### config.mk
export PLATFORM = sky130hd
export DESIGN_NAME = cmp_array_seq
export DESIGN_NICKNAME = d
export VERILOG_FILES = /design/src/rtl/cmp_pkg.sv /design/src/rtl/cmp_cell.sv /design/src/rtl/cmp_array_seq.sv
export SDC_FILE = /design/constraint.sdc
export NUM_CORES = 1
export LEC_CHECK = 0
export CORE_ASPECT_RATIO = 1.2
export CORE_MARGIN = 2
export CORE_UTILIZATION = 49
export CTS_BUF_LIST = sky130_fd_sc_hd__clkbuf_4 sky130_fd_sc_hd__clkbuf_8 sky130_fd_sc_hd__clkbuf_16
export DETAILED_ROUTE_END_ITERATION = 6
export PLACE_DENSITY = 0.76
export SLEW_MARGIN = 25
export SYNTH_ARGS = -nofsm -noshare
export SYNTH_HDL_FRONTEND = slang
export SYNTH_SLANG_ARGS = --single-unit
### constraint.sdc
create_clock -name clk -period 3.2 [get_ports clk]
set_clock_uncertainty 0.05 [all_clocks]
set_input_delay 0.64 -clock clk [delete_from_list [all_inputs] [get_ports clk]]
set_output_delay 0.64 -clock clk [all_outputs]
set_load 0.05 [all_outputs]
### src/rtl/cmp_pkg.sv
// Shared codes, mode encodings and FSM state type for the N-channel comparator.
package cmp_pkg;

    localparam logic [1:0] RES_EQ  = 2'b00;
    localparam logic [1:0] RES_LT  = 2'b01;
    localparam logic [1:0] RES_GT  = 2'b10;
    localparam logic [1:0] RES_INV = 2'b11;

    localparam logic [1:0] MODE_SIGN = 2'b00;
    localparam logic [1:0] MODE_REF  = 2'b01;

    typedef enum logic [2:0] {
        IDLE,
        LOAD,
        CMP,
        PRESENT,
        DONE
    } state_t;

    // Any encoding other than SIGN or REF is reserved.
    function automatic logic mode_reserved(input logic [1:0] m);
        return (m != MODE_SIGN) && (m != MODE_REF);
    endfunction

endpackage

### src/rtl/cmp_cell.sv
// Combinational three-way compare of a against b; signedness fixed at elaboration.
module cmp_cell
    import cmp_pkg::*;
#(
    parameter int unsigned DATA_W = 8,
    parameter bit          SIGNED = 1'b1
)(
    input  logic [DATA_W-1:0] a,
    input  logic [DATA_W-1:0] b,
    output logic [1:0]        code_c
);

    always_comb begin
        code_c = RES_EQ;
        if (SIGNED) begin
            if ($signed(a) < $signed(b)) begin
                code_c = RES_LT;
            end else if ($signed(a) > $signed(b)) begin
                code_c = RES_GT;
            end
        end else begin
            if (a < b) begin
                code_c = RES_LT;
            end else if (a > b) begin
                code_c = RES_GT;
            end
        end
    end

endmodule

### src/rtl/cmp_array_seq.sv
// N-channel sequential comparator: one channel classified per cycle, running min/max
// index tracking, result held under an out_rdy/out_ack handshake.
module cmp_array_seq
    import cmp_pkg::*;
#(
    parameter int unsigned  DATA_W = 8,
    parameter int unsigned  N_CH   = 4,
    parameter bit           SIGNED = 1'b1,
    localparam int unsigned IDX_W  = (N_CH > 1) ? $clog2(N_CH) : 1
)(
    input  logic                     clk,
    input  logic                     rst,
    input  logic                     in_rdy,
    input  logic [1:0]               mode,
    input  logic [N_CH*DATA_W-1:0]   data_in,
    input  logic [DATA_W-1:0]        ref_in,
    input  logic                     out_ack,
    output logic                     busy,
    output logic                     out_rdy,
    output logic [2*N_CH-1:0]        result,
    output logic [IDX_W-1:0]         min_idx,
    output logic [IDX_W-1:0]         max_idx,
    output logic                     err,
    output logic                     done
);

    state_t                   state_q, state_d;
    logic [N_CH*DATA_W-1:0]   data_q, data_d;
    logic [DATA_W-1:0]        ref_q, ref_d;
    logic [1:0]               mode_q, mode_d;
    logic [IDX_W-1:0]         cnt_q, cnt_d;
    logic [DATA_W-1:0]        min_val_q, min_val_d;
    logic [DATA_W-1:0]        max_val_q, max_val_d;

    logic                     busy_d, out_rdy_d, err_d, done_d;
    logic [2*N_CH-1:0]        result_d;
    logic [IDX_W-1:0]         min_idx_d, max_idx_d;

    logic [DATA_W-1:0]        ch_sel_c;
    logic [DATA_W-1:0]        cls_b_c;
    logic [1:0]               cls_code_c, min_code_c, max_code_c;

    // Channel selected by the running counter.
    always_comb begin
        ch_sel_c = '0;
        for (int i = 0; i < N_CH; i++) begin
            if (cnt_q == IDX_W'(i)) begin
                ch_sel_c = data_q[i*DATA_W +: DATA_W];
            end
        end
    end

    assign cls_b_c = (mode_q == MODE_REF) ? ref_q : DATA_W'(0);

    cmp_cell #(.DATA_W(DATA_W), .SIGNED(SIGNED)) u_cls (
        .a      (ch_sel_c),
        .b      (cls_b_c),
        .code_c (cls_code_c)
    );

    // The running min and max each need their own strict compare every cycle.
    cmp_cell #(.DATA_W(DATA_W), .SIGNED(SIGNED)) u_min (
        .a      (ch_sel_c),
        .b      (min_val_q),
        .code_c (min_code_c)
    );

    cmp_cell #(.DATA_W(DATA_W), .SIGNED(SIGNED)) u_max (
        .a      (ch_sel_c),
        .b      (max_val_q),
        .code_c (max_code_c)
    );

    // Next-state and next-output logic.
    always_comb begin
        state_d   = state_q;
        data_d    = data_q;
        ref_d     = ref_q;
        mode_d    = mode_q;
        cnt_d     = cnt_q;
        min_val_d = min_val_q;
        max_val_d = max_val_q;
        result_d  = result;
        min_idx_d = min_idx;
        max_idx_d = max_idx;
        err_d     = err;
        out_rdy_d = 1'b0;
        done_d    = 1'b0;

        unique case (state_q)
            IDLE: begin
                if (in_rdy) begin
                    state_d = LOAD;
                end
            end
            LOAD: begin
                data_d    = data_in;
                ref_d     = ref_in;
                mode_d    = mode;
                cnt_d     = '0;
                min_val_d = data_in[DATA_W-1:0];
                max_val_d = data_in[DATA_W-1:0];
                min_idx_d = '0;
                max_idx_d = '0;
                state_d   = CMP;
            end
            CMP: begin
                for (int i = 0; i < N_CH; i++) begin
                    if (cnt_q == IDX_W'(i)) begin
                        result_d[2*i +: 2] = mode_reserved(mode_q) ? RES_INV : cls_code_c;
                    end
                end
                if (min_code_c == RES_LT) begin
                    min_val_d = ch_sel_c;
                    min_idx_d = cnt_q;
                end
                if (max_code_c == RES_GT) begin
                    max_val_d = ch_sel_c;
                    max_idx_d = cnt_q;
                end
                if (cnt_q == IDX_W'(N_CH - 1)) begin
                    state_d   = PRESENT;
                    out_rdy_d = 1'b1;
                    err_d     = mode_reserved(mode_q);
                end else begin
                    cnt_d = cnt_q + IDX_W'(1);
                end
            end
            PRESENT: begin
                if (out_ack) begin
                    state_d   = DONE;
                    done_d    = 1'b1;
                    result_d  = '0;
                    min_idx_d = '0;
                    max_idx_d = '0;
                    err_d     = 1'b0;
                end else begin
                    out_rdy_d = 1'b1;
                end
            end
            DONE: begin
                state_d = IDLE;
            end
            default: begin
                state_d = IDLE;
            end
        endcase

        busy_d = (state_d != IDLE);
    end

    // State, datapath and registered outputs.
    always_ff @(posedge clk) begin
        if (rst) begin
            state_q   <= IDLE;
            data_q    <= '0;
            ref_q     <= '0;
            mode_q    <= '0;
            cnt_q     <= '0;
            min_val_q <= '0;
            max_val_q <= '0;
            busy      <= 1'b0;
            out_rdy   <= 1'b0;
            result    <= '0;
            min_idx   <= '0;
            max_idx   <= '0;
            err       <= 1'b0;
            done      <= 1'b0;
        end else begin
            state_q   <= state_d;
            data_q    <= data_d;
            ref_q     <= ref_d;
            mode_q    <= mode_d;
            cnt_q     <= cnt_d;
            min_val_q <= min_val_d;
            max_val_q <= max_val_d;
            busy      <= busy_d;
            out_rdy   <= out_rdy_d;
            result    <= result_d;
            min_idx   <= min_idx_d;
            max_idx   <= max_idx_d;
            err       <= err_d;
            done      <= done_d;
        end
    end

endmodule

After elaboration in Yosys (flattened, before gate mapping). Cells that the tools add are included.

Bits in writable memories: 0. Input port bits: 46. Register bits: 79. Memories: 0. ROM bits: 0. Latch bits: 0.

Multiply operators: 0. Reduce and logical (&&, ||, !) cells: 18. Order comparisons: 6. Shifts and indexed selects: 0. Bitwise gates (word level): 1. Divide/modulo/power cells: 0. Equality and inequality tests: 18. Muxes and demuxes: 40. Add/subtract/negate cells: 1.

Operators by type and width (number): $mux 8 (8); $pmux 8 s2 (3); $mux 2 (15); $gt 8x8->1 (3); $lt 8x8->1 (3); $reduce_and 3->1 (6); $ne 2x2->1 const B (8); $pmux 2 s3 (2); $pmux 3 s4 (1); $mux 3 (3); $eq 2x1->1 const B (3); $eq 2x2->1 const B (3); $eq 3x2->1 const B (2); $reduce_and 2->1 (3); $reduce_bool 2->1 (3); $reduce_bool 3->1 (2); $mux 1 (5); $pmux 1 s2 (2); $pmux 2 s2 (1); $eq 3x1->1 const B (1); $logic_not 3->1 (1); $add 2x1->2 const B (1); $logic_not 2->1 (1); $ne 2x1->1 const B (1); 3 further kinds (3).

Depth between registers and ports, before layout.
Depth in word-level cells: 11. Mapped depth: 14. Depth with buffers taken out: 13.

Hierarchy. From an unflattened synthesis, not the netlist that was laid out.

Cell total of the unflattened synthesis: 513. Area total of the unflattened synthesis: 4281.6 um2.

Modules (own cells, without submodules): cmp_array_seq (times used 1, area each 3564.7 um2, cells each 423); cmp_cell (times used 3, area each 239.0 um2, cells each 30).

Worst setup path before layout. Ideal clock, no wire load.

Path kind: flip-flop to flip-flop. Start: register cnt_q[1]. End: register min_val_q[0]. Data required time: 3.078 ns. Path buffers: 1. Period minus slack after synthesis: 2.995 ns. Arrival: 2.873 ns. Setup time: 0.072 ns. Cell stages (with the launch flop): 14. Path slack: 0.205 ns. Path through: dfxtp_1 inv_1 ha_1 buf_2 nand3b_1 a21oi_1 a21oi_1 o21ai_0 ha_1 a21o_1 a31oi_1 nor3_1 nor3_4 mux2i_1.

Longest elaborated chain between the ends: 11. Elaborated cells on any way between the ends: 17. Classes of those cells: 2 x order compare; 5 x eq/ne; 8 x mux; 2 x reduce/logical.

Ends and longest elaborated chain: start: declaration (RTL line cmp_array_seq.sv:31) `logic [IDX_W-1:0] cnt_q, cnt_d;`; start signal: assignment (RTL line cmp_array_seq.sv:174) `cnt_q <= cnt_d;`; $logic_not 2->1 (RTL line cmp_array_seq.sv:47) `if (cnt_q == IDX_W'(i)) begin`; $mux 8 (3 in a row) (RTL line cmp_array_seq.sv:47); $mux 8 (*) (RTL line cmp_array_seq.sv:47); $gt 8x8->1 (RTL line cmp_cell.sv:18) `end else if ($signed(a) > $signed(b)) begin`; $mux 2 (RTL line cmp_cell.sv:18); $mux 2 (RTL line cmp_cell.sv:16) `if ($signed(a) < $signed(b)) begin`; $eq 2x1->1 (RTL line cmp_array_seq.sv:113) `if (min_code_c == RES_LT) begin`; $ne 2x2->1 (no source line); $reduce_and 2->1 (no source line); end signal: assignment (RTL line cmp_array_seq.sv:175) `min_val_q <= min_val_d;`; end: declaration (RTL line cmp_array_seq.sv:32) `logic [DATA_W-1:0] min_val_q, min_val_d;`.

Every way passes the cells marked *; elsewhere a longest branch is shown, timed or not. The select of a mux whose other input is x is not followed. A chain may end at the register's enable or synchronous reset.

Final worst setup path.
Start: register cnt_q[0]. End: register max_val_q[3].

Longest elaborated chain between the ends: 11. Elaborated cells on any way between the ends: 17. Classes of those cells: 2 x order compare; 5 x eq/ne; 8 x mux; 2 x reduce/logical.

Ends and longest elaborated chain: $logic_not 2->1 (RTL line cmp_array_seq.sv:47); $mux 8 (3 in a row) (RTL line cmp_array_seq.sv:47); $mux 8 (*) (RTL line cmp_array_seq.sv:47); $gt 8x8->1 (RTL line cmp_cell.sv:18); $mux 2 (RTL line cmp_cell.sv:18); $mux 2 (RTL line cmp_cell.sv:16); $eq 2x2->1 (RTL line cmp_array_seq.sv:117) `if (max_code_c == RES_GT) begin`; $ne 2x2->1 (no source line); $reduce_and 2->1 (no source line); end signal: assignment (RTL line cmp_array_seq.sv:176) `max_val_q <= max_val_d;`; end: declaration (RTL line cmp_array_seq.sv:33) `logic [DATA_W-1:0] max_val_q, max_val_d;`.

Marks and branches as above.

==> results.toml <==
[logic_synthesis]
yosysTopAreaCell = "dfxtp_1"
yosys-mux-area-fraction = 0.0570
synth_nets = 581
synth_top_area_share = 0.391
synth_edf_count = 0
synth_top_family_by_area = "simple AND/OR/NAND/NOR gates"
synth_xor_area_frac = 0
async_reset_ff_frac = 0
yosysWarnings = 0
synth_seq_cells = 79
synthSimpleGateAreaFrac = 0.231
syn_avg_cell_area_um2 = 7.95
seq_area_frac_synth = 0.391
netlist_top_cells_area = "dfxtp_1, nand2_1, ha_1"
ys.flop_type = "dfxtp_1"
syn_inst = 508
synth-compound-area-share = 0.180
yosys.area_share.adder = 0.0836
synthDistinctLibCells = 52
syn_area_um2 = 4040

[timing]
worst_pin_slew_ps = 880
slew_violations = 0
max_freq_mhz = 329
layout_min_cycle_time_ps = 3040
max_slew_margin = 0.409
hold_viol = 0
fin_crit_sh = 0.950
setup_viol = 0

[critical_path]
required_ps = 3440
path_common_cell = "a21oi_1"
slowest_stage = "dfxtp_2"
worstSetupPathType = "reg2reg"
start_kind = "register"
crit_arrival_ps = 3280
critPathCaptureType = "register"
slowest_delay_ps = 370
path_cells = "inv_1, ha_2, nand3b_1, a21oi_1, a21oi_1, o21ai_1, ha_1, nor2b_1, o21a_1, o21ai_0, a21oi_1, buf_4, o22ai_4, buf_12, mux2i_1"
path_max_fanout = 8

[clocking]
cts_buffer_depth = 2
cts_root_buf = "clkbuf_8"
insertion_delay_ps = 360
cts_hold_buf = 0
cts_buffers = 9
cts_tree = "yes"
clk_pin_slew_ps = 90
htreeDepth = 3
cts.sinks = 79

[die]
rows = 36
coreArea_um2 = 8060
pin_count = 62
start_util = 0.501
dieArea_um2 = 8990
dieHeight_um = 103
fp.dieW_um = 86.9

[final_layout]
nNetsFinal = 642
postLayoutCellArea_um2 = 5070
antenna_cells = 0
drive_above_1_share = 0.103
nFillCells = 711
syn2layout_area_growth_pct = 25.5
final_common_cell = "nand2_1"
layout_common_cells = "nand2_1, dfxtp_1, a21oi_1"

[run]
max-cap-violations = 0

[placement]
gp_congestion = 0.883
portBuffers = 61
place_area_um2 = 4750
post-dp-hpwl_mm = 7.12

[detailed_routing]
drt-total-wl_mm = 9.87
drc = 7
avgRoutedWirePerCell_um = 14.7
num_vias = 3704
avgViaCountPerCell = 5.54
antenna_left = 0
drt_iter0_drc = 155
drt_first_pass_iters = 7

[power]
power_density_nw_per_um2 = 501
irDropWorstVdd_mv = 0.254
finalPower_mw = 2.54
leakagePower_nw = 1.93

[grt]
antenna_found_initial = 0
grt_pass1_vias = 3536
grt-ovfl-total = 0
grt.total_usage = 0.231
grt_max_degree = 56
grt_pass1_wl_mm = 16.3

[min_path]
holdCritPathClass = "reg2reg"

[status]
violations = "design-rule violations"
status = "finished with violations"
==> worst max-delay path, delay by kind of cell (launching register included) <==
kind	cells	cell delay, ps
AND/OR/NAND/NOR	2	230
buffers and inverters	3	440
flip-flops	1	370
AO/OA/AOI/OAI	7	1060
adder cells (fa/ha/maj)	2	600
multiplexers	1	190
==> where the power goes <==
group          internal [mW]  switching, mW  leakage [nW]
registers               1.05         0.0432         0.643
logic                  0.283          0.320          1.18
clock network          0.464          0.386         0.109
==> through the flow <==
step | cells | worst slack, ps | util | TNS (ps) | hold WS, ps
floorplan | 508 | 205 | - | 0 | 382
global placement | 650 | -108 | 0.589 | -1060 | 390
detailed placement | 650 | -205 | 0.589 | -3130 | 399
CTS | 668 | 6.25 | 0.621 | 0 | 411
global route | 669 | -34.1 | 0.629 | -37.8 | 431
finish | 669 | 161 | 0.629 | 0 | 409
==> state kept, by name, indices dropped and copies added, names as in the netlist, 2 cells and up <==
register   count
data_q        32
max_val_q      8
min_val_q      8
ref_q          8
result         8
state_q        3
cnt_q          2
max_idx        2
min_idx        2
mode_q         2
==> synth_stat cells, types with 4 or more instances <==
library cell / number
clkbuf_1: 20
nor2_1: 5
inv_1: 22
buf_4: 4
o21ai_0: 16
nand2_1: 152
nand3b_1: 8
mux2i_1: 23
nand2b_1: 9
ha_1: 27
nand3_1: 5
nor3_1: 8
a21oi_1: 66
o211ai_1: 11
dfxtp_1: 79
==> per-layer routing <==
layer,global-route usage,routed length (um),vias to the layer above,part of all wire
li1,-,-,1847,-
met1,0.287,4350,1726,0.44
met2,0.380,4700,105,0.48
met3,0.0373,472,26,0.048
met4,0.129,349,0,0.035
met5,0,0,-,0
==> what timing repair did <==
item / CTS / global route
endpoints found under the setup margin: 24 / 28
pin swaps: 1 / 2
hold endpoints to repair: 0 / 0
gates resized for setup: 7 / 12
setup buffers: 2 / 1
==> path summary, 6_finish.rpt <==
kind         slack (ps)  depth (start not counted)      endpoint       start
max                 160                         15  max_val_q[3]    cnt_q[0]
min                 410                          2    min_idx[0]  min_idx[0]
max reg2reg         160                         15  max_val_q[3]    cnt_q[0]
min reg2reg         410                          2    min_idx[0]  min_idx[0]
==> area by class of cell <==
| type | instances | area (um2) | area share |
|---|---|---|---|
| Clock inverter | 6 | 92.6 | 0.0183 |
| Sequential cell | 79 | 1580 | 0.312 |
| Timing Repair Buffer | 80 | 761 | 0.150 |
| Tap cell | 95 | 119 | 0.0234 |
| Clock buffer | 10 | 138 | 0.0271 |
| Multi-Input combinational cell | 375 | 2290 | 0.451 |
| Inverter | 24 | 90.1 | 0.0178 |
==> logic make-up after synthesis <==
logic type | count (synthesis)
mux | 23
simple gates | 206
buf+inv | 54
flops | 79
fa+ha+maj | 27
compound gates | 119
Note: power is estimated with default switching activity, not from simulation.
